==> src/rtl/sosu_if.sv <==
// sosu_if: start/operand request and prime-result handshake for sosu.
interface sosu_if #(parameter int WIDTH = 4);
  logic             start;
  logic [WIDTH-1:0] a;
  logic             y;
  logic             done;
  logic             busy;
  modport master (output start, a, input y, done, busy);
  modport slave (input start, a, output y, done, busy);
endinterface

==> src/rtl/sosu.sv <==
// sosu: sequential primality tester using trial division by repeated subtraction.
module sosu #(parameter int WIDTH = 4) (
  input logic   clk,
  input logic   rst,
  sosu_if.slave bus
);
  typedef enum logic [1:0] {IDLE, SETUP, DIVIDE, DONE} state_t;
  state_t state_q, state_d;
  logic [WIDTH-1:0] n_q, n_d, d_q, d_d, r_q, r_d;
  logic yn_q, yn_d, y_q, y_d, done_q, done_d, busy_q, busy_d;
  logic [2*WIDTH-1:0] d1, sq;
  // Next divisor squared, kept double-width so it never wraps.
  assign d1 = {{WIDTH{1'b0}}, d_q} + (2*WIDTH)'(1);
  assign sq = d1 * d1;
  always_ff @(posedge clk or posedge rst) begin
    if (rst) begin
      state_q <= IDLE;
      n_q     <= '0;
      d_q     <= WIDTH'(2);
      r_q     <= '0;
      yn_q    <= 1'b0;
      y_q     <= 1'b0;
      done_q  <= 1'b0;
      busy_q  <= 1'b0;
    end else begin
      state_q <= state_d;
      n_q     <= n_d;
      d_q     <= d_d;
      r_q     <= r_d;
      yn_q    <= yn_d;
      y_q     <= y_d;
      done_q  <= done_d;
      busy_q  <= busy_d;
    end
  end
  always_comb begin
    state_d = state_q;
    n_d     = n_q;
    d_d     = d_q;
    r_d     = r_q;
    yn_d    = yn_q;
    y_d     = y_q;
    done_d  = 1'b0;
    busy_d  = busy_q;
    case (state_q)
      IDLE: if (bus.start) begin
        n_d     = bus.a;
        d_d     = WIDTH'(2);
        r_d     = bus.a;
        busy_d  = 1'b1;
        state_d = SETUP;
      end
      SETUP: begin
        state_d = (n_q < WIDTH'(2)) || ((n_q >> 2) == '0) ? DONE : DIVIDE;
        yn_d    = !(n_q < WIDTH'(2));
      end
      DIVIDE: begin
        if (r_q == '0) begin
          yn_d    = 1'b0;
          state_d = DONE;
        end else if (r_q >= d_q) begin
          r_d = r_q - d_q;
        end else if (sq > {{WIDTH{1'b0}}, n_q}) begin
          yn_d    = 1'b1;
          state_d = DONE;
        end else begin
          d_d = d_q + WIDTH'(1);
          r_d = n_q;
        end
      end
      default: begin
        y_d     = yn_q;
        done_d  = 1'b1;
        busy_d  = 1'b0;
        state_d = IDLE;
      end
    endcase
  end
  assign bus.y    = y_q;
  assign bus.done = done_q;
  assign bus.busy = busy_q;
endmodule

==> src/flat_wrapper.sv <==
// flat-port wrapper written by rule: the top's interface ports become plain ports
module sosu_flat 
#(parameter int WIDTH = 4)
  (clk, rst, bus_start, bus_a, bus_y, bus_done, bus_busy);
  sosu_if #(.WIDTH(WIDTH)) bus_i ();
  input logic clk;
  input logic rst;
  input wire logic [$bits(bus_i.start)-1:0] bus_start;
  input wire logic [$bits(bus_i.a)-1:0] bus_a;
  output wire logic [$bits(bus_i.y)-1:0] bus_y;
  output wire logic [$bits(bus_i.done)-1:0] bus_done;
  output wire logic [$bits(bus_i.busy)-1:0] bus_busy;
  assign bus_i.start = bus_start;
  assign bus_i.a = bus_a;
  assign bus_y = bus_i.y;
  assign bus_done = bus_i.done;
  assign bus_busy = bus_i.busy;
  sosu #(.WIDTH(WIDTH)) u_core (.clk(clk), .rst(rst), .bus(bus_i));
endmodule
==> config.mk <==
export PLATFORM = sky130hd
export DESIGN_NAME = sosu_flat
export DESIGN_NICKNAME = d
export VERILOG_FILES = /design/src/rtl/sosu_if.sv /design/src/rtl/sosu.sv /design/src/flat_wrapper.sv
export SDC_FILE = /design/constraint.sdc
export NUM_CORES = 1
export LEC_CHECK = 0
export ABC_AREA = 0
export BUFFER_PORTS_ARGS = -buffer_cell sky130_fd_sc_hd__buf_2
export CAP_MARGIN = 20
export CORE_ASPECT_RATIO = 0.75
export CORE_MARGIN = 3
export CORE_UTILIZATION = 40
export DETAILED_ROUTE_END_ITERATION = 10
export SYNTH_ARGS = -nofsm -noshare
export SYNTH_HDL_FRONTEND = slang
export SYNTH_SLANG_ARGS = --single-unit
==> constraint.sdc <==
create_clock -name clk -period 5.46 [get_ports clk]
set_input_delay 1.092 -clock clk [delete_from_list [all_inputs] [get_ports clk]]
set_output_delay 1.092 -clock clk [all_outputs]
set_load 0.02 [all_outputs]
==> flow_metrics.py, run 1 <==
metrics = {
    "clock_network": {
        "cts_root_buf": "clkbuf_8",
        "holdBufCountCts": 0,
        "cts_tree": "built",
        "cts_repair_resize_count": 0,
        "post_cts_buffers": 0,
        "htree_levels": 1,
        "insertion_delay_ns": 0.26,
        "numCtsBuffers": 3,
        "clk_path_buf_depth": 2,
        "cts_sinks": 18,
        "clk_pin_slew_worst_paths_ns": 0.07,
    },
    "worst_setup_path": {
        "critPathCaptureType": "flip-flop",
        "cp_slowest_cell": "dfstp_2",
        "required_ns": 5.60,
        "cp_cell_sequence": "ha_1 > xnor2_1 > fa_1 > fa_1 > inv_1 > ha_1 > a41o_1 > ha_1 > a21oi_1 > xor2_1 > and2_1 > nand3_1 > a311o_1",
        "cp_data_arrival_time_ns": 4.81,
        "worstSetupStartpointType": "flip-flop",
        "cpMostUsedCell": "ha_1",
        "worstSetupPathType": "flip-flop to flip-flop",
        "r2r_slack_ns": 0.79,
        "cpPeakStageDelay_ns": 0.65,
        "path_max_fanout": 10,
    },
    "sta": {
        "slew_headroom": 0.498,
        "slew_viol_final": 0,
        "layout_setup_ws_ns": 0.788,
        "min_period_over_period": 0.856,
        "hold_viol": 0,
        "max_freq_mhz": 214,
        "setup_viol": 0,
        "finalCriticalPeriod_ns": 4.67,
        "rsz0062_at_grt": "false",
        "fin_skew_ns": 0.00151,
        "tns_ns": 0,
        "tightest_slew_ns": 0.753,
    },
    "die": {
        "rows": 20,
        "core_area_sq_um": 4250,
        "fp.dieArea_sq_um": 5480,
        "initial_core_util": 0.434,
        "die_w_microns": 84.5,
        "fp.dieH_microns": 64.8,
        "ios": 10,
    },
    "final_layout": {
        "drive_gt1_frac": 0.153,
        "area_growth_pct": 7.18,
        "final_cell_mix": "21 x ha_1, 17 x nand2_1, 17 x dfrtp_1",
        "antennaDiodeCount": 0,
        "final_common_cell": "ha_1",
        "final_util": 0.465,
        "nets": 247,
    },
    "global_routing": {
        "antenna_found_initial": 0,
        "gr-total-overflow": 0,
        "grt_pass1_vias": 1465,
        "grt_max_degree": 22,
        "grt_pass1_wl_microns": 7070,
        "grt_use_total": 0.159,
    },
    "placed_design": {
        "port-buffer-count": 9,
        "place.gp.congestion": 0.825,
        "hpwlAfterDp_microns": 3210,
        "pre_cts_slack_ns": 0.810,
    },
    "routing": {
        "viasPerCell": 5.82,
        "wl_per_cell_microns": 15.6,
        "drtPass1Iterations": 4,
        "vias": 1572,
        "drc_errors": 0,
        "drt_wl_total_microns": 4200,
        "ant_nets": 0,
        "drt-initial-drc-count": 166,
    },
    "yosys": {
        "synth_compound_area_frac": 0.226,
        "synth_flop_cell": "dfrtp_1",
        "yosys-mux-area-fraction": 0.0359,
        "async_reset_ff_frac": 1.00,
        "netlist_area_sq_um": 1850,
        "yosys_warnings": 0,
        "ys_ff_latch": 18,
        "synth-simple-area-share": 0.224,
        "synth_top_family_by_area": "compound AO/OA/AOI/OAI gates",
        "ys_seq_area_frac": 0.245,
        "netlist_instances": 208,
        "syn-num-nets": 239,
        "synth_top_area_share": 0.230,
        "avgSynthCellArea_sq_um": 8.88,
        "yosysTopAreaCell": "dfrtp_1",
        "synth_enable_flop_cells": 0,
        "synthXorXnorAreaFrac": 0.0332,
        "synth.area.top_cells": "dfrtp_1 23%, ha_1 14%, o211ai_1 4.1%, nand2_1 3.5%, fa_1 3.3%",
        "synth_adder_area_share": 0.175,
        "ys_types": 58,
    },
    "min_path": {
        "min_path_type": "flip-flop to flip-flop",
    },
    "status": {
        "outcome": "finished clean",
    },
    "flow_run": {
        "max_cap_violations": 0,
    },
}
-- synth_stat cells (all sizes together) (2+ instances only) --
| master | number |
|---|---|
| xor2 | 3 |
| a211oi | 5 |
| a21o | 3 |
| mux2 | 5 |
| nand2b | 2 |
| and2 | 2 |
| nand3 | 7 |
| ha | 21 |
| a22oi | 2 |
| nor2b | 5 |
| and3 | 5 |
| clkbuf | 3 |
| o211ai | 10 |
| nor2 | 15 |
| nand4 | 3 |
| o311ai | 3 |
| a21oi | 7 |
| o21ai | 8 |
| o21a | 3 |
| buf | 5 |
| fa | 3 |
| inv | 17 |
| xnor2 | 4 |
| nand2 | 17 |
| dfrtp | 17 |
| nor3 | 7 |
| a311o | 2 |
-- final cells by class --
class,instances,area (sq um)
Sequential cell,18,452
Tap cell,55,68.8
Timing Repair Buffer,11,60.1
Fill cell,421,2270
Multi-Input combinational cell,165,1280
Clock buffer,4,55.1
Inverter,17,63.8
-- cell families (layout without fill, tap and decap cells) --
family,after synthesis,count (layout)
buffers and inverters,25,32
and+or+nand+nor,73,73
muxes,6,6
adders and majority gates,24,24
AOI/OAI and AO/OA,55,55
DFF,18,18
xor gates and xnor gates,7,7
-- sequential cells by signal, indices dropped and copies added, names as in the netlist --
signal	cells
u_core.r_q	4
u_core.d_q	4
u_core.bus.busy	1
u_core.yn_q	1
u_core.n_q	4
u_core.bus.done	1
u_core.state_q	2
u_core.bus.y	1
-- stage by stage --
step / cells / hold slack (ns) / cell area, sq um
after CTS: 270 / 0.503 / 1980
after detailed placement: 266 / 0.485 / 1920
after floorplan: 208 / 0.503 / 1850
after global placement: 266 / 0.483 / 1920
final: 270 / 0.502 / 1980
after global routing: 270 / 0.533 / 1980
-- worst max-delay path: cells and delay by family (launching register included) --
kind	cells	cell delay [ns]
flops	1	0.65
simple gates	2	0.51
fa+ha+maj	5	2.03
compound gates	3	0.76
buf+inv	1	0.04
xor+xnor	2	0.56
-- layer usage --
layer,vias up,wire length [microns],track usage
li1,785,-,-
met2,47,1700,0.241
met1,738,2240,0.241
met3,2,255,0.0305
met4,0,4,0.0119
met5,-,0,0
-- path summary, 6_finish.rpt --
kind                                              from                     endpoint  cells past startpoint
max reg2reg                  u_core.d_q[1]$_DFFE_PP1P_    u_core.d_q[3]$_DFFE_PP0P_                     13
min reg2reg                u_core.bus.busy$_DFFE_PP0P_  u_core.bus.busy$_DFFE_PP0P_                      1
min                        u_core.bus.busy$_DFFE_PP0P_  u_core.bus.busy$_DFFE_PP0P_                      1
min in group asynchronous                          rst    u_core.r_q[1]$_DFFE_PP0P_                      2
max in group asynchronous                          rst    u_core.d_q[3]$_DFFE_PP0P_                      2
max                          u_core.d_q[1]$_DFFE_PP1P_    u_core.d_q[3]$_DFFE_PP0P_                     13
Power of run 1 is not shown: default switching activity piles up to over one toggle a cycle in this logic, so the estimate is an artifact.
==> run 2, diff against run 1 <==
--- a/config.mk
+++ b/config.mk
@@ -10,8 +10,9 @@
 export CAP_MARGIN = 20
 export CORE_ASPECT_RATIO = 0.75
 export CORE_MARGIN = 3
-export CORE_UTILIZATION = 40
+export CORE_UTILIZATION = 50
 export DETAILED_ROUTE_END_ITERATION = 10
+export PLACE_DENSITY = 0.67
 export SYNTH_ARGS = -nofsm -noshare
 export SYNTH_HDL_FRONTEND = slang
 export SYNTH_SLANG_ARGS = --single-unit
==> run 2 against run 1 <==
Effect of this change:
- die area fell by 18%
- final cell count fell by 2.2%
- critical path depth rose by 1
- routed wire length rose by 1.3%
- non-clock buffer count fell by 1
- clock-buffer cell count did not move
- setup slack got worse by 0.14 ns
==> flow_metrics.py, run 2 (same netlist as run 1, synthesis figures left out) <==
metrics = {
    "routing": {
        "drtPass1Iterations": 4,
        "viasPerCell": 6.00,
        "drt-initial-drc-count": 124,
        "vias": 1585,
        "drc_errors": 0,
        "drt_wl_total_microns": 4260,
        "wl_per_cell_microns": 16.1,
        "ant_nets": 0,
    },
    "final_layout": {
        "nets": 246,
        "fillCellCount": 322,
        "drive_gt1_frac": 0.150,
        "final_common_cell": "ha_1",
        "final_cell_mix": "21 x ha_1, 17 x nand2_1, 17 x dfrtp_1",
        "antennaDiodeCount": 0,
        "final_util": 0.574,
        "area_growth_pct": 6.44,
        "top_regs": "u_core.d_q x4, u_core.n_q x4, u_core.r_q x4",
    },
    "sta": {
        "fin_skew_ns": 0.00379,
        "hold_viol": 0,
        "slew_viol_final": 0,
        "rsz0062_at_grt": "false",
        "setup_viol": 0,
        "max_freq_mhz": 208,
        "slew_headroom": 0.529,
        "finalCriticalPeriod_ns": 4.81,
        "tightest_slew_ns": 0.706,
        "tns_ns": 0,
        "min_period_over_period": 0.881,
    },
    "placed_design": {
        "hpwlAfterDp_microns": 3270,
        "port-buffer-count": 9,
        "place.gp.congestion": 0.864,
    },
    "global_routing": {
        "grt_use_total": 0.201,
        "antenna_found_initial": 0,
        "grt_max_degree": 22,
        "grt_pass1_wl_microns": 7290,
        "gr-total-overflow": 0,
        "grt_pass1_vias": 1596,
    },
    "worst_setup_path": {
        "path_max_fanout": 14,
        "cpMostUsedCell": "ha_1",
        "critPathCaptureType": "flip-flop",
        "r2r_end": "u_core.d_q[3]$_DFFE_PP0P_",
        "critPathBufInv": 2,
        "cp_data_arrival_time_ns": 4.95,
        "worstSetupPathType": "flip-flop to flip-flop",
        "cpPeakStageDelay_ns": 0.63,
        "cp_top_family": "adder cells",
        "worstSetupStartpointType": "flip-flop",
        "r2r_slack_ns": 0.65,
        "cp_cell_sequence": "inv_1 > ha_1 > or2_2 > fa_1 > fa_1 > inv_1 > ha_1 > a41o_1 > ha_1 > a21oi_1 > nor4b_2 > and2_1 > nand3_1 > a311o_1",
        "required_ns": 5.60,
        "worstReg2RegStart": "u_core.d_q[0]$_DFFE_PP0P_",
        "ff2ff_path_depth": 14,
        "cp_slowest_cell": "dfrtp_1",
    },
    "min_path": {
        "min_from": "u_core.bus.busy$_DFFE_PP0P_",
        "min_to": "u_core.bus.busy$_DFFE_PP0P_",
        "whs_path_depth": 1,
        "min_path_type": "flip-flop to flip-flop",
    },
    "die": {
        "ios": 10,
        "fp.dieH_microns": 58.6,
        "rows": 18,
        "core_area_sq_um": 3420,
        "fp.dieArea_sq_um": 4470,
        "initial_core_util": 0.539,
        "die_w_microns": 76.2,
    },
    "clock_network": {
        "cts_root_buf": "clkbuf_8",
        "holdBufCountCts": 0,
        "cts_repair_resize_count": 0,
        "htree_levels": 1,
        "post_cts_buffers": 0,
        "cts_tree": "built",
        "insertion_delay_ns": 0.25,
        "clk_path_buf_depth": 2,
        "numCtsBuffers": 3,
        "clk_pin_slew_worst_paths_ns": 0.07,
        "cts_sinks": 18,
    },
    "flow_run": {
        "max_cap_violations": 0,
    },
    "status": {
        "outcome": "finished clean",
    },
}
==> run 2: cell count changes in the layout (fill, tap and decap cells not counted), sizes merged <==
cell  delta
buf      -1
==> run 2: worst max path at each step <==
stage | from | slack, ns | cells after the start | end
after CTS | u_core.d_q[0]$_DFFE_PP0P_ | 0.66 | 14 | u_core.d_q[3]$_DFFE_PP0P_
after global placement | u_core.d_q[0]$_DFFE_PP0P_ | 0.82 | 14 | u_core.d_q[3]$_DFFE_PP0P_
after floorplan | u_core.d_q[0]$_DFFE_PP0P_ | 1.06 | 16 | u_core.d_q[3]$_DFFE_PP0P_
after detailed placement | u_core.d_q[0]$_DFFE_PP0P_ | 0.68 | 14 | u_core.d_q[3]$_DFFE_PP0P_
final | u_core.d_q[0]$_DFFE_PP0P_ | 0.65 | 14 | u_core.d_q[3]$_DFFE_PP0P_
after global routing | u_core.d_q[0]$_DFFE_PP0P_ | 0.37 | 14 | u_core.d_q[3]$_DFFE_PP0P_
==> run 2: final cells by class <==
class                      instances  area, sq um  share of cell area
sequential                        18          452               0.230
multi-input combinational        165         1280               0.651
timing repair buffer              10         52.6              0.0267
tap                               50         62.6              0.0318
inverter                          17         63.8              0.0325
clock buffer                       4         55.1              0.0280
==> run 2: stage by stage <==
stage	setup WS [ns]	instance area, sq um	std cells	hold WS [ns]
2_1_floorplan	1.06	1850	208	0.503
3_3_place_gp	0.818	1910	260	0.465
3_5_place_dp	0.680	1910	260	0.482
4_1_cts	0.665	1970	264	0.498
5_1_grt	0.370	1970	264	0.521
6_report	0.648	1970	264	0.500
==> run 2: per-layer routing <==
layer / vias to the layer above / global-route usage / share of wire
met5: - / 0 / 0
met1: 747 / 0.279 / 0.49
met3: 9 / 0.0336 / 0.055
met4: 0 / 0.0698 / 0.017
met2: 46 / 0.324 / 0.44
li1: 783 / - / -
Power of run 2 is left out for the same reason.
